### src/rtl/exec_arith_unit_pkg.sv
`default_nettype none
// ============================================================================
// Module      : exec_arith_unit_pkg
// Description : Shared encodings for the 8-bit single-cycle CPU datapath.
//               ALU operation codes (ALUOP) and shift/rotate mode codes
//               (OPERAND2[7:6] when ALUOP selects the shifter). Imported by
//               the arithmetic unit and by the instruction decoder.
// Revision    : 1.0 - initial release
// ============================================================================
package exec_arith_unit_pkg;

  // ALU operation select
  localparam logic [2:0] ALU_FWD = 3'b000;
  localparam logic [2:0] ALU_ADD = 3'b001;
  localparam logic [2:0] ALU_AND = 3'b010;
  localparam logic [2:0] ALU_OR  = 3'b011;
  localparam logic [2:0] ALU_MUL = 3'b100;
  localparam logic [2:0] ALU_SHR = 3'b101;

  // Shift/rotate mode carried in OPERAND2[7:6]
  localparam logic [1:0] SH_SLL = 2'b00;
  localparam logic [1:0] SH_SRL = 2'b01;
  localparam logic [1:0] SH_SRA = 2'b10;
  localparam logic [1:0] SH_ROR = 2'b11;

endpackage
`default_nettype wire

### src/rtl/exec_arith_unit_alu8.sv
`default_nettype none
// ============================================================================
// Module      : exec_arith_unit_alu8
// Description : Purely combinational 8-bit ALU.
// Ports       : DATA1    in  8  first operand
//               OPERAND2 in  8  second operand (already muxed by the caller)
//               ALUOP    in  3  operation select (ALU_* codes)
//               RESULT   out 8  ALU result
//               ZERO     out 1  RESULT == 0
// Revision    : 1.0 - initial release
// ============================================================================
module exec_arith_unit_alu8
  import exec_arith_unit_pkg::*;
(
  input  logic [7:0] DATA1,
  input  logic [7:0] OPERAND2,
  input  logic [2:0] ALUOP,
  output logic [7:0] RESULT,
  output logic       ZERO
);

  logic [15:0]       w_prod;
  logic [3:0]        w_amt;
  logic [2:0]        w_sh;
  logic              w_big;
  logic signed [7:0] w_sra_src;
  logic signed [7:0] w_sra;
  logic [15:0]       w_rot;
  logic [7:0]        w_shift;
  logic [7:0]        w_result;

  // Zero-extend both operands so the product keeps its full 16 bits.
  assign w_prod = {8'h00, DATA1} * {8'h00, OPERAND2};

  // Amount is OPERAND2[3:0]; bit 3 set means the shift is 8 or more.
  assign w_amt     = OPERAND2[3:0];
  assign w_sh      = w_amt[2:0];
  assign w_big     = w_amt[3];
  assign w_sra_src = DATA1;
  assign w_sra     = w_sra_src >>> w_sh;
  // Rotation by amount mod 8: shift a doubled copy and keep the low byte.
  assign w_rot     = {DATA1, DATA1} >> w_sh;

  always_comb begin
    w_shift = DATA1;
    case (OPERAND2[7:6])
      SH_SLL:  w_shift = w_big ? 8'h00 : (DATA1 << w_sh);
      SH_SRL:  w_shift = w_big ? 8'h00 : (DATA1 >> w_sh);
      SH_SRA:  w_shift = w_big ? {8{DATA1[7]}} : w_sra;
      SH_ROR:  w_shift = w_rot[7:0];
      default: w_shift = DATA1;
    endcase
  end

  always_comb begin
    w_result = 8'h00;
    case (ALUOP)
      ALU_FWD: w_result = OPERAND2;
      ALU_ADD: w_result = DATA1 + OPERAND2;
      ALU_AND: w_result = DATA1 & OPERAND2;
      ALU_OR:  w_result = DATA1 | OPERAND2;
      ALU_MUL: w_result = w_prod[7:0];
      ALU_SHR: w_result = w_shift;
      default: w_result = 8'h00;
    endcase
  end

  assign RESULT = w_result;
  assign ZERO   = (w_result == 8'h00);

endmodule
`default_nettype wire

### src/rtl/exec_arith_unit.sv
`default_nettype none
// ============================================================================
// Module      : exec_arith_unit
// Description : Arithmetic core of the 8-bit single-cycle CPU. Holds the
//               program counter and its +4 incrementer, forms the negated
//               second operand, selects operand 2 and runs the 8-bit ALU.
// Ports       : CLK       in  1   system clock, rising edge
//               RESET     in  1   synchronous active-high reset (PC only)
//               PC_NEXT   in  32  next PC from the flow-control mux
//               PC        out 32  current program counter
//               PC_INC    out 32  PC + 4
//               DATA1     in  8   register operand 1
//               DATA2     in  8   register operand 2
//               IMM       in  8   immediate field
//               NEG_SEL   in  1   use 2's complement of DATA2
//               IMM_SEL   in  1   use IMM (overrides NEG_SEL)
//               ALUOP     in  3   operation select
//               TWOS_COMP out 8   ~DATA2 + 1
//               RESULT    out 8   ALU result
//               ZERO      out 1   RESULT == 0
// Revision    : 1.0 - initial release
// ============================================================================
module exec_arith_unit
  import exec_arith_unit_pkg::*;
(
  input  logic        CLK,
  input  logic        RESET,
  input  logic [31:0] PC_NEXT,
  output logic [31:0] PC,
  output logic [31:0] PC_INC,
  input  logic [7:0]  DATA1,
  input  logic [7:0]  DATA2,
  input  logic [7:0]  IMM,
  input  logic        NEG_SEL,
  input  logic        IMM_SEL,
  input  logic [2:0]  ALUOP,
  output logic [7:0]  TWOS_COMP,
  output logic [7:0]  RESULT,
  output logic        ZERO
);

  logic [31:0] r_pc;
  logic [7:0]  w_twos;
  logic [7:0]  w_operand2;

  // The PC is the only state in the block; reset wins over PC_NEXT.
  always_ff @(posedge CLK) begin
    if (RESET) begin
      r_pc <= 32'h0000_0000;
    end else begin
      r_pc <= PC_NEXT;
    end
  end

  assign PC     = r_pc;
  assign PC_INC = r_pc + 32'd4;

  assign w_twos     = ~DATA2 + 8'd1;
  assign w_operand2 = IMM_SEL ? IMM : (NEG_SEL ? w_twos : DATA2);
  assign TWOS_COMP  = w_twos;

  exec_arith_unit_alu8 u_alu8 (
    .DATA1    (DATA1),
    .OPERAND2 (w_operand2),
    .ALUOP    (ALUOP),
    .RESULT   (RESULT),
    .ZERO     (ZERO)
  );

endmodule
`default_nettype wire

### config.mk
export PLATFORM = sky130hd
export DESIGN_NAME = exec_arith_unit
export DESIGN_NICKNAME = d
export VERILOG_FILES = /design/src/rtl/exec_arith_unit_pkg.sv /design/src/rtl/exec_arith_unit_alu8.sv /design/src/rtl/exec_arith_unit.sv
export SDC_FILE = /design/constraint.sdc
export NUM_CORES = 1
export LEC_CHECK = 0
export ABC_AREA = 1
export CORE_MARGIN = 5
export CORE_UTILIZATION = 40
export CTS_CLUSTER_SIZE = 10
export DETAILED_ROUTE_END_ITERATION = 6
export GPL_ROUTABILITY_DRIVEN = 1
export PLACE_DENSITY = 0.81
export RECOVER_POWER = 25
export SYNTH_ARGS = -nofsm -noshare
export SYNTH_HDL_FRONTEND = slang
export SYNTH_SLANG_ARGS = --single-unit
### constraint.sdc
create_clock -name CLK -period 8 [get_ports CLK]
set_clock_uncertainty 0.1 [all_clocks]
set_input_delay 1.6 -clock CLK [delete_from_list [all_inputs] [get_ports CLK]]
set_output_delay 1.6 -clock CLK [all_outputs]
set_load 0.01 [all_outputs]
* Yosys cells after proc, flatten, opt, wreduce, memory -nomap -nowiden
Index checks and enable logic that the tools add are counted.
Operators by class: $add $sub $neg 3, multipliers 1, equality and inequality tests 8, shift-type cells 4, muxes and demuxes 7, bitwise gates (word level) 3, reduce and logical (&&, ||, !) cells 3
Operator list (count):
- one-hot mux 8 bit (6 select lines) | 1
- 2-to-1 mux 8 bit | 5
- adder 32 x 3 -> 32 bit (second input constant) | 1
- one-hot mux 8 bit (4 select lines) | 1
- >> shifter 16 x 3 -> 8 bit | 1
- adder 8 x 1 -> 8 bit (second input constant) | 1
- adder 8 bit | 1
- bitwise AND 8 bit | 1
- zero test 8 bit | 1
- multiplier 8 x 8 -> 8 bit | 1
- NOT 8 bit | 1
- OR 8 bit | 1
- << shifter 8 x 3 -> 8 bit | 1
- >> shifter 8 x 3 -> 8 bit | 1
- >>> shifter 8 x 3 -> 8 bit | 1
- equality test 3 x 2 -> 1 bit (second input constant) | 2
- equality test 3 bit (second input constant) | 2
- equality test 2 bit (second input constant) | 2
- equality test 3 x 1 -> 1 bit (second input constant) | 1
- zero test 3 bit | 1
- equality test 2 x 1 -> 1 bit (second input constant) | 1
- zero test 2 bit | 1
Word-level totals: bits in registers 32, input port bits 63

* Longest topological paths before layout
depth after elaboration 9, depth in mapped cells 31, gate-level depth less buffers 31

* Modules after synthesis
Synthesis repeated with hierarchy kept, for this count alone.
Unflattened totals: cells, all modules 812, area, all modules 4697.0 µm²
By module, submodules not included:
- exec_arith_unit_alu8 | instances 1, cells an instance 467, area an instance 2585.0 µm², sequential area each 0.0 µm²
- exec_arith_unit | instances 1, cells an instance 345, area an instance 2112.0 µm², sequential area each 640.6 µm²

* Least setup slack after synthesis
OpenSTA, ideal clock, no wires.
path type input-to-output, start in DATA2[0], end out ZERO, arrival 5.701 ns, setup slack 0.599 ns, stages 25, path buffers 0, cell sequence inv_1 -> ha_1 -> inv_1 -> nor2_2 -> nand2_1 -> nand2_1 -> nand2_1 -> nand2_1 -> nand2_1 -> nand2_1 -> fa_1 -> fa_1 -> inv_1 -> fa_1 -> inv_1 -> fa_1 -> inv_1 -> ha_1 -> xor2_1 -> o211ai_1 -> a21oi_1 -> nand2_1 -> nor2_1 -> nand4_1 -> nor2_1
Between the ends: cells in the longest elaborated chain, start to end 9
RTL lines:
- start: declaration | RTL line exec_arith_unit.sv:32 | input logic [7:0] DATA2,
- NOT 8 bit | RTL line exec_arith_unit.sv:58 | assign w_twos = ~DATA2 + 8'd1;
- adder 8 x 1 -> 8 bit | RTL line exec_arith_unit.sv:58
- 2-to-1 mux 8 bit * (2 in series) | RTL line exec_arith_unit.sv:59 | assign w_operand2 = IMM_SEL ? IMM : (NEG_SEL ? w_twos : DATA2);
- parallel branches: the longest is 3 deep, another holds multiplier 8 x 8 -> 8 bit
- one-hot mux 8 bit (6 select lines) * | RTL line exec_arith_unit_alu8.sv:57 | case (ALUOP)
- named net RESULT[6] | RTL line exec_arith_unit.sv:38 | output logic [7:0] RESULT,
- zero test 8 bit * | RTL line exec_arith_unit_alu8.sv:69 | assign ZERO = (w_result == 8'h00);
- end: declaration | RTL line exec_arith_unit.sv:39 | output logic ZERO
Mark *: on every way through the listed nets, which the timed path passes.

* Worst setup path in the final report
start in DATA2[1], end out ZERO
Between the ends: cells in the longest elaborated chain, start to end 9
RTL lines (RTL line):
- NOT 8 bit | exec_arith_unit.sv:58
- adder 8 x 1 -> 8 bit | exec_arith_unit.sv:58
- 2-to-1 mux 8 bit * (2 in series) | exec_arith_unit.sv:59
- parallel branches: the longest is 3 deep, another holds multiplier 8 x 8 -> 8 bit
- one-hot mux 8 bit (6 select lines) * | exec_arith_unit_alu8.sv:57
- zero test 8 bit * | exec_arith_unit_alu8.sv:69
Mark *: on every way between the ends.

==> impl_metrics.py <==
metrics = {
    "timing": {
        "tightestPinTransition_ns": 1.15,
        "slew_violations": 0,
        "min_period_ns": 7.90,
        "min_period_over_period": 0.987,
        "whs_ns": 1.73,
        "setup_tns_ns": 0,
        "setup_viol": 0,
        "hold_violations": 0,
        "fmax_ghz": 0.127,
        "slew_headroom": 0.231,
    },
    "routing": {
        "vias": 5836,
        "drt_first_iter_violations": 449,
        "drc": 0,
        "ant_nets": 0,
        "routedWlPerCell_um": 14.8,
        "drt-vias-per-instance": 5.08,
        "dr.pass1.iters": 5,
        "wirelength_um": 17000,
    },
    "synthesis": {
        "yosysSeqAreaShare": 0.139,
        "synth.net_count": 894,
        "synth_cell_types": 48,
        "async_flop_share": 0,
        "ys_warn_count": 0,
        "ys_ff_latch": 32,
        "synth_area_um2": 4600,
        "avgSynthCellArea_um2": 5.87,
        "ys.flop_type": "dfxtp_1",
        "synth-edff-count": 0,
        "synthCells": 783,
    },
    "cts": {
        "cts_buffers": 5,
        "cts_tree": "yes",
        "htree_levels": 2,
        "clockRootBuffer": "clkbuf_16",
        "clk_path_buf_depth": 2,
        "clkTransAtPathRegs_ns": 0.06,
        "holdBufCountCts": 0,
        "clock_sinks": 32,
    },
    "setup_path": {
        "arrival_ns": 6.20,
        "start_kind": "primary input",
        "cp.required_ns": 6.30,
        "crit_end": "ZERO",
        "critPathLaunch": "DATA2[1]",
        "critical_path_peak_fanout": 4,
        "timing_worst_setup_path_type": "in2out",
        "worstSetupEndpointType": "primary output",
    },
    "placed_design": {
        "dp.cells": 1117,
        "place_congestion": 1.01,
        "place_hpwl_um": 13200,
        "port_buffers": 143,
    },
    "die": {
        "die_height_um": 117,
        "dieArea_um2": 13700,
        "start_util": 0.406,
        "core_um2": 11300,
        "num_io_pins": 144,
        "fp.dieW_um": 117,
        "row_count": 39,
    },
    "final_layout": {
        "area_growth_syn_to_layout_pct": 53.4,
        "antenna_cells": 0,
        "largest_reg_flops": 32,
        "multi_input_area_um2": 3350,
        "seqCellArea_um2": 641,
        "fillerInstances": 987,
        "fin_nets": 1116,
        "post-route-util": 0.623,
        "final_layout_size_suffix_gt1_frac": 0.163,
        "fin_cells": 1149,
    },
    "status": {
        "outcome": "finished, final reports clean",
    },
    "global_routing": {
        "antenna_found_initial": 0,
        "grt_max_degree": 33,
        "overflow": 0,
        "grt_pass1_wl_um": 25800,
        "grt_pass1_vias": 5457,
        "track_usage": 0.234,
    },
    "power_and_ir_drop": {
        "p_per_area_nw_per_um2": 130,
        "irDropWorstVdd_v": 0.000119,
        "power.leakage_nw": 3.81,
        "p_total_mw": 0.917,
    },
    "job": {
        "cap_violations": 0,
    },
    "min_path": {
        "hold_path.class": "in2reg",
    },
}
layout by cell type (no fill, tap or decap), drive strengths merged, types with 28 or more instances in the layout:
cell / instances
dlygate4sd3: 28
ha: 35
nand2: 230
buf: 93
o21ai: 28
dfxtp: 32
clkdlybuf4s50: 99
nor2: 99
inv: 147
nand3: 67
where the power goes:
group | switching (mW) | internal [mW] | total, mW | leakage, nW
Combinational | 0.286 | 0.240 | 0.527 | 3.47
Clock | 0.0664 | 0.146 | 0.212 | 0.0798
Sequential | 0.00924 | 0.168 | 0.178 | 0.267
Total | 0.362 | 0.555 | 0.917 | 3.81
per-layer routing:
layer | up-vias | track usage | part of all wire
li1 | 2868 | - | -
met1 | 2582 | 0.279 | 0.38
met2 | 329 | 0.413 | 0.48
met3 | 57 | 0.0339 | 0.10
met4 | 0 | 0.108 | 0.041
met5 | - | 0 | 0
how the worst min path moves through the flow:
stage / startpoint / cells after the start / slack [ns] / to
2_1_floorplan: RESET / 1 / 1.57 / PC[2]
3_3_place_gp: PC_NEXT[13] / 3 / 2.02 / PC[13]
3_5_place_dp: PC_NEXT[13] / 3 / 2.02 / PC[13]
4_1_cts: PC_NEXT[26] / 3 / 1.73 / PC[26]
5_1_grt: PC_NEXT[25] / 3 / 1.74 / PC[25]
6_report: PC_NEXT[26] / 3 / 1.73 / PC[26]
what timing repair did:
action / in CTS / in global routing
pin swaps: 1 / 9
resized for setup: 21 / 33
cloned: 0 / 0
buffers inserted: 20 / 4
setup endpoints to repair: 5 / 9
worst max-delay path, cell delays in order:
cell and delay, ns:
dlymetal6s2s_1 0.14, buf_4 0.15, nor2_2 0.13, nand2_1 0.08
nand2_1 0.08, nand3_1 0.08, nand2_2 0.11, nand2_2 0.09
inv_4 0.10, ha_4 0.13, inv_1 0.06, fa_1 0.54
inv_1 0.06, ha_1 0.29, fa_1 0.53, inv_1 0.05
fa_1 0.52, inv_1 0.06, ha_4 0.27, xor2_1 0.17
o211ai_1 0.12, a21oi_2 0.17, nand2_1 0.09, nor2_1 0.12
nand4_1 0.10, nor2_1 0.09, clkdlybuf4s15_2 0.22
final cells by class:
cell class,count,area share
sequential,32,0.0909
timing repair buffer,235,0.304
clock buffer,5,0.0178
tap,143,0.0254
multi-input combinational,581,0.475
inverter,150,0.0806
clock inverter,3,0.00604
synth_stat cells (all sizes together) (2+ instances only):
library cell / n / area (um2)
inv: 147 / 554
nand4: 9 / 56.3
o211ai: 2 / 15.0
xor2: 25 / 219
nand2: 230 / 917
clkbuf: 3 / 11.3
nor2: 99 / 382
a31oi: 3 / 18.8
buf: 17 / 136
a21oi: 25 / 125
o21ai: 28 / 151
or2: 5 / 33.8
nand3b: 2 / 15.0
fa: 13 / 260
clkinv: 3 / 11.3
nor3: 16 / 80.1
o22ai: 2 / 12.5
a211oi: 2 / 15.0
xnor2: 5 / 43.8
o21bai: 2 / 18.8
dfxtp: 32 / 641
nand3: 67 / 348
ha: 35 / 438
cell families after synthesis:
logic type,after synthesis,share of synthesized area
and+or+nand+nor,431,0.404
buffers and inverters,170,0.155
xor gates and xnor gates,30,0.0572
adders and majority gates,48,0.152
DFF,32,0.139
AOI/OAI and AO/OA,72,0.0920
metrics by stage:
step / setup WS (ns) / cell area, um2
after floorplan: 0.599 / 4600
after global placement: -0.491 / 6570
after detailed placement: -0.547 / 6570
after CTS: -0.0773 / 6920
after global routing: -0.150 / 7050
final: 0.103 / 7050
(Power assumes the default switching activity.)
